[config.mk]
export PLATFORM = sky130hd
export DESIGN_NAME = writeback_arbiter_flat
export DESIGN_NICKNAME = d
export VERILOG_FILES = /design/src/rtl/mips_pkg.sv /design/src/rtl/writeback_arbiter_if.sv /design/src/rtl/writeback_arbiter_fifo.sv /design/src/rtl/writeback_arbiter.sv /design/src/flat_wrapper.sv
export SDC_FILE = /design/constraint.sdc
export NUM_CORES = 1
export LEC_CHECK = 0
export BUFFER_PORTS_ARGS = -buffer_cell sky130_fd_sc_hd__clkbuf_2
export CAP_MARGIN = 20
export CORE_ASPECT_RATIO = 1.75
export CORE_MARGIN = 3
export CORE_UTILIZATION = 40
export DETAILED_ROUTE_END_ITERATION = 10
export SLEW_MARGIN = 20
export SYNTH_ARGS = -nofsm -noshare
export SYNTH_HDL_FRONTEND = slang
export SYNTH_SLANG_ARGS = --single-unit
[constraint.sdc]
create_clock -name clk -period 2.85 [get_ports clk]
set_input_delay 0.57 -clock clk [delete_from_list [all_inputs] [get_ports clk]]
set_output_delay 0.57 -clock clk [all_outputs]
set_load 0.01 [all_outputs]
[src/rtl/mips_pkg.sv]
// Shared register-file widths and the write-back entry type used by the
// write-side arbiter and its LSU result FIFO.
package mips_pkg;
   localparam int REG_W    = 5;
   localparam int DATA_W   = 32;
   localparam int NUM_REGS = 32;
   localparam logic [REG_W-1:0] ZERO_REG = 5'd0;

   typedef struct packed {
      logic [REG_W-1:0]  dst_reg;
      logic [DATA_W-1:0] data;
   } wb_entry_t;
endpackage

[src/rtl/writeback_arbiter_if.sv]
// Pipeline-side bundle of the write-back arbiter: ALU/LSU result inputs,
// long-latency issue marks, hazard queries and the register-file write port.
interface writeback_arbiter_if;
   import mips_pkg::*;

   logic              alu_valid;
   logic [REG_W-1:0]  alu_reg;
   logic [DATA_W-1:0] alu_data;

   logic              lsu_valid;
   logic              lsu_ready;
   logic [REG_W-1:0]  lsu_reg;
   logic [DATA_W-1:0] lsu_data;

   logic              issue_valid;
   logic [REG_W-1:0]  issue_reg;

   logic [REG_W-1:0]  a_reg;
   logic [REG_W-1:0]  b_reg;
   logic              a_pending;
   logic              b_pending;

   logic              stall_req;
   logic              write_back_en;
   logic [REG_W-1:0]  write_back_reg;
   logic [DATA_W-1:0] write_back;

   modport master (
      output alu_valid, alu_reg, alu_data,
      output lsu_valid, lsu_reg, lsu_data,
      input  lsu_ready,
      output issue_valid, issue_reg,
      output a_reg, b_reg,
      input  a_pending, b_pending,
      input  stall_req, write_back_en, write_back_reg, write_back
   );

   modport slave (
      input  alu_valid, alu_reg, alu_data,
      input  lsu_valid, lsu_reg, lsu_data,
      output lsu_ready,
      input  issue_valid, issue_reg,
      input  a_reg, b_reg,
      output a_pending, b_pending,
      output stall_req, write_back_en, write_back_reg, write_back
   );
endinterface

[src/rtl/writeback_arbiter_fifo.sv]
// Small synchronous FIFO of write-back entries. Pointers carry one extra
// wrap bit so full/empty are distinguished without a separate count.
module wb_fifo
   import mips_pkg::*;
#(
   parameter int DEPTH = 2
) (
   input  logic      clk,
   input  logic      rst,
   input  logic      push,
   input  logic      pop,
   input  wb_entry_t din,
   output wb_entry_t dout,
   output logic      full,
   output logic      empty
);
   localparam int AW = $clog2(DEPTH);

   logic [AW:0] wr_ptr;
   logic [AW:0] rd_ptr;
   wb_entry_t   mem [DEPTH];
   logic        do_push;
   logic        do_pop;

   assign full    = (wr_ptr[AW] != rd_ptr[AW]) && (wr_ptr[AW-1:0] == rd_ptr[AW-1:0]);
   assign empty   = (wr_ptr == rd_ptr);
   assign do_push = push && !full;
   assign do_pop  = pop && !empty;
   assign dout    = mem[rd_ptr[AW-1:0]];

   always_ff @(posedge clk or posedge rst) begin
      if (rst) begin
         wr_ptr <= '0;
         rd_ptr <= '0;
      end else begin
         if (do_push) wr_ptr <= wr_ptr + 1'b1;
         if (do_pop)  rd_ptr <= rd_ptr + 1'b1;
      end
   end

   // Storage needs no reset; the pointers define which slots are live.
   always_ff @(posedge clk) begin
      if (do_push) mem[wr_ptr[AW-1:0]] <= din;
   end
endmodule

[src/rtl/writeback_arbiter.sv]
// Owns the register-file write port: ALU results win each cycle, buffered LSU
// results fill idle slots, and a pending map tracks outstanding long-latency writes.
module writeback_arbiter
   import mips_pkg::*;
#(
   parameter int DEPTH      = 2,
   parameter int STARVE_MAX = 4
) (
   input  logic              clk,
   input  logic              rst,
   writeback_arbiter_if.slave bus
);
   localparam logic [3:0] STARVE_TC = 4'(STARVE_MAX - 1);

   wb_entry_t         lsu_in;
   wb_entry_t         head;
   wb_entry_t         sel;
   logic              sel_valid;
   logic              push;
   logic              pop;
   logic              full;
   logic              empty;

   logic [NUM_REGS-1:0] pending_q;
   logic [NUM_REGS-1:0] pending_d;
   logic [3:0]          age_q;
   logic                stall_q;
   logic                wb_en_q;
   logic [REG_W-1:0]    wb_reg_q;
   logic [DATA_W-1:0]   wb_data_q;

   assign lsu_in        = '{dst_reg: bus.lsu_reg, data: bus.lsu_data};
   assign push          = bus.lsu_valid && !full;
   assign bus.lsu_ready = !full;

   wb_fifo #(.DEPTH(DEPTH)) u_fifo (
      .clk   (clk),
      .rst   (rst),
      .push  (push),
      .pop   (pop),
      .din   (lsu_in),
      .dout  (head),
      .full  (full),
      .empty (empty)
   );

   always_comb begin
      sel_valid = 1'b0;
      pop       = 1'b0;
      sel       = head;
      if (bus.alu_valid) begin
         sel_valid = 1'b1;
         sel       = '{dst_reg: bus.alu_reg, data: bus.alu_data};
      end else if (!empty) begin
         sel_valid = 1'b1;
         pop       = 1'b1;
      end
   end

   // Idle slots keep the last reg/data; only the strobe drops.
   always_ff @(posedge clk or posedge rst) begin
      if (rst) begin
         wb_en_q   <= 1'b0;
         wb_reg_q  <= '0;
         wb_data_q <= '0;
      end else begin
         wb_en_q <= sel_valid && (sel.dst_reg != ZERO_REG);
         if (sel_valid) begin
            wb_reg_q  <= sel.dst_reg;
            wb_data_q <= sel.data;
         end
      end
   end

   // A new issue to the register retiring this edge must stay pending.
   always_comb begin
      pending_d = pending_q;
      if (pop) pending_d[head.dst_reg] = 1'b0;
      if (bus.issue_valid && (bus.issue_reg != ZERO_REG)) pending_d[bus.issue_reg] = 1'b1;
      pending_d[ZERO_REG] = 1'b0;
   end

   always_ff @(posedge clk or posedge rst) begin
      if (rst) pending_q <= '0;
      else     pending_q <= pending_d;
   end

   always_ff @(posedge clk or posedge rst) begin
      if (rst) begin
         age_q   <= '0;
         stall_q <= 1'b0;
      end else begin
         if (empty || pop)      age_q <= '0;
         else if (age_q != 4'hF) age_q <= age_q + 4'd1;
         stall_q <= !empty && (age_q >= STARVE_TC);
      end
   end

   assign bus.a_pending      = pending_q[bus.a_reg];
   assign bus.b_pending      = pending_q[bus.b_reg];
   assign bus.stall_req      = stall_q;
   assign bus.write_back_en  = wb_en_q;
   assign bus.write_back_reg = wb_reg_q;
   assign bus.write_back     = wb_data_q;
endmodule

[src/flat_wrapper.sv]
// flat-port wrapper written by rule: the top's interface ports become plain ports
module writeback_arbiter_flat import mips_pkg::*;
#(
   parameter int DEPTH      = 2,
   parameter int STARVE_MAX = 4
)
  (clk, rst, bus_alu_valid, bus_alu_reg, bus_alu_data, bus_lsu_valid, bus_lsu_reg, bus_lsu_data, bus_lsu_ready, bus_issue_valid, bus_issue_reg, bus_a_reg, bus_b_reg, bus_a_pending, bus_b_pending, bus_stall_req, bus_write_back_en, bus_write_back_reg, bus_write_back);
  writeback_arbiter_if bus_i ();
  input  logic clk;
  input  logic rst;
  input wire logic [$bits(bus_i.alu_valid)-1:0] bus_alu_valid;
  input wire logic [$bits(bus_i.alu_reg)-1:0] bus_alu_reg;
  input wire logic [$bits(bus_i.alu_data)-1:0] bus_alu_data;
  input wire logic [$bits(bus_i.lsu_valid)-1:0] bus_lsu_valid;
  input wire logic [$bits(bus_i.lsu_reg)-1:0] bus_lsu_reg;
  input wire logic [$bits(bus_i.lsu_data)-1:0] bus_lsu_data;
  output wire logic [$bits(bus_i.lsu_ready)-1:0] bus_lsu_ready;
  input wire logic [$bits(bus_i.issue_valid)-1:0] bus_issue_valid;
  input wire logic [$bits(bus_i.issue_reg)-1:0] bus_issue_reg;
  input wire logic [$bits(bus_i.a_reg)-1:0] bus_a_reg;
  input wire logic [$bits(bus_i.b_reg)-1:0] bus_b_reg;
  output wire logic [$bits(bus_i.a_pending)-1:0] bus_a_pending;
  output wire logic [$bits(bus_i.b_pending)-1:0] bus_b_pending;
  output wire logic [$bits(bus_i.stall_req)-1:0] bus_stall_req;
  output wire logic [$bits(bus_i.write_back_en)-1:0] bus_write_back_en;
  output wire logic [$bits(bus_i.write_back_reg)-1:0] bus_write_back_reg;
  output wire logic [$bits(bus_i.write_back)-1:0] bus_write_back;
  assign bus_i.alu_valid = bus_alu_valid;
  assign bus_i.alu_reg = bus_alu_reg;
  assign bus_i.alu_data = bus_alu_data;
  assign bus_i.lsu_valid = bus_lsu_valid;
  assign bus_i.lsu_reg = bus_lsu_reg;
  assign bus_i.lsu_data = bus_lsu_data;
  assign bus_lsu_ready = bus_i.lsu_ready;
  assign bus_i.issue_valid = bus_issue_valid;
  assign bus_i.issue_reg = bus_issue_reg;
  assign bus_i.a_reg = bus_a_reg;
  assign bus_i.b_reg = bus_b_reg;
  assign bus_a_pending = bus_i.a_pending;
  assign bus_b_pending = bus_i.b_pending;
  assign bus_stall_req = bus_i.stall_req;
  assign bus_write_back_en = bus_i.write_back_en;
  assign bus_write_back_reg = bus_i.write_back_reg;
  assign bus_write_back = bus_i.write_back;
  writeback_arbiter #(.DEPTH(DEPTH), .STARVE_MAX(STARVE_MAX)) u_core (.clk(clk), .rst(rst), .bus(bus_i));
endmodule
==> results.toml <==
[placement]
routabilityCongestion = 0.9183
hpwl_um = 12730
dp_cells = 903
io_buffers = 135

[cells_and_area]
final_common_cell = "clkbuf_2"
post-route-util_pct = 50.12
largest_reg_flops = 74
drive_gt1_share_pct = 27.99
layout.nets = 793
antenna_cells = 0
fin_cells = 935
layout-area-overhead-vs-synth_pct = 21.81
layout_common_cells = "clkbuf_2, o21ai_0, dfrtp_1"
n_fill_cell = 1522

[cts]
root_buffer = "clkbuf_16"
insertion_delay_ps = 410
clockBufferDepth = 2
cts_tree = "done"
clock_sinks = 152
clk_pin_slew_ps = 70
ctsResizeCount = 0
h-tree-depth = 4
cts_setup_buffers = 0
holdBufCountCts = 0
cts_inserted_buffers = 17

[routing]
dr.pass1.iters = 5
drtIter0Drc = 233
routedWlPerCell_um = 18.05
wirelength_um = 16880
route.detailed.drc = 0
vias = 5012
ant_nets = 0
drt-vias-per-instance = 5.360

[pwr]
power_leakage_nw = 3.398
vdd_ir_drop_max_v = 0.0006082
power_density_nw_per_um2 = 1139

[sta]
fin_crit_sh_pct = 84.48
finalMaxSlewViolations = 0
tightestPinTransition_ps = 709.8
rsz0062_at_grt = "no"
hold_viol_final = 0
max-slew-margin-rel_pct = 52.63
finalClockSkew_ps = 12.56
tns_ps = 0
max_freq_ghz = 0.4154
final_period_minus_worst_setup_slack_ps = 2408
setup_violations = 0

[worst_setup_path]
crit_arrival_ps = 1840
end_kind = "primary output"
crit_required_ps = 2280
critPathKind = "flop to primary output"
cp_max_fo = 3
startpoint_type = "flop"

[outcome]
status = "finished, final reports clean"

[die]
initial_core_util_pct = 41.15
die_y_um = 178.5
io_pins = 136
rows = 62
die_x_um = 104.6
dieArea_um2 = 18660
core_um2 = 16520

[global_routing]
grt_pass1_vias = 5364
grt_pass1_wl_um = 27160
antenna_found_initial = 0
grt_use_total_pct = 18.56
grt-ovfl-total = 0
grt_max_degree = 74

[synthesis]
synth_top_area_share_pct = 32.68
synth_nets = 660
yosysTopAreaCell = "edfxtp_1"
synth_seq_cells = 152
synth_area_um2 = 6799
synth.distinct_cells = 38
netlist_instances = 565
yosys-top-cells-area = "edfxtp_1, dfrtp_1, mux2i_1"
syn_area_per_cell_um2 = 12.03
yosysWarnings = 0
ys_seq_area_share_pct = 61.39

[flow_run]
cap_violations = 0

[min_path]
hold_path_class = "input pin to async pin"
==> final timing paths <==
path / from / to / slack [ps] / cells past startpoint
min in group clk: bus_lsu_data[8] / u_core.u_fifo.mem[0][8]$_DFFE_PP_ / 340 / 1
max reg2reg: u_core.u_fifo.rd_ptr[1]$_DFFE_PP0P_ / u_core.pending_q[6]$_DFF_PP0_ / 550 / 5
max in group asynchronous: rst / u_core.u_fifo.rd_ptr[0]$_DFFE_PP0P_ / 1880 / 3
min: rst / u_core.bus.stall_req$_DFF_PP0_ / 140 / 2
max: u_core.pending_q[7]$_DFF_PP0_ / bus_b_pending / 440 / 5
min reg2reg: u_core.pending_q[3]$_DFF_PP0_ / u_core.pending_q[3]$_DFF_PP0_ / 530 / 2
==> synth_stat cells (all sizes together) <==
library cell,number
o21ai,172
dfrtp,78
edfxtp,74
mux2i,56
nand2,45
nand3,24
clkbuf,18
buf,15
nor2,12
a21oi,7
nand2b,7
nor2b,7
mux4,6
o2111ai,6
a22oi,5
mux2,5
xnor2,4
a211oi,3
inv,3
nand4,3
xor2,3
o211ai,2
or2,2
a31oi,1
and3,1
clkinv,1
ha,1
nor3,1
nor4,1
o31a,1
o31ai,1
==> cells by family after synthesis <==
kind of cell / share of synthesized area, %
mux: 11.24
fa+ha+maj: 0.1840
buf+inv: 2.981
simple gates: 6.920
compound gates: 16.16
flops: 61.39
xor+xnor: 1.123
==> where the power goes <==
group	total [mW]	switching, mW	internal (mW)	leakage, nW
clock network	2.13	0.910	1.22	0.264
registers	3.75	0.527	3.23	1.63
logic	3.55	2.20	1.35	1.51
total	9.43	3.63	5.80	3.40
==> critical path: stages, from the launching register on <==
cell and delay (ps):
dfrtp_1 400, mux4_2 490, nand2b_1 160, o211ai_1 100, nand4_1 120, clkbuf_2 140
==> stage by stage <==
step	hold WS, ps	area [µm²]	power [mW]	setup WS, ps
CTS	144.5	8282	9.543	431.0
floorplan	480.0	6802	6.177	285.0
detailed placement	517.9	7716	7.387	452.8
global route	156.8	8282	10.09	325.4
finish	141.4	8282	9.431	442.5
global placement	509.5	7716	7.260	447.7
==> final cells by class <==
type	count	area, µm²	area share, %
Inverter	4	16.27	0.1964
Timing Repair Buffer	147	790.8	9.548
Multi-Input combinational cell	376	2454	29.63
Clock buffer	18	429.2	5.182
Clock inverter	14	136.4	1.647
Tap cell	224	280.3	3.384
Sequential cell	152	4175	50.42
==> metal layers <==
metal / global-route usage [%] / vias up / part of all wire, %
li1: - / 2367 / -
met1: 19.73 / 2451 / 36
met2: 34.71 / 160 / 56
met3: 4.672 / 34 / 5.0
met4: 7.654 / 0 / 3.1
met5: 0 / - / 0
No activity file was read; power rests on OpenSTA's default activity.
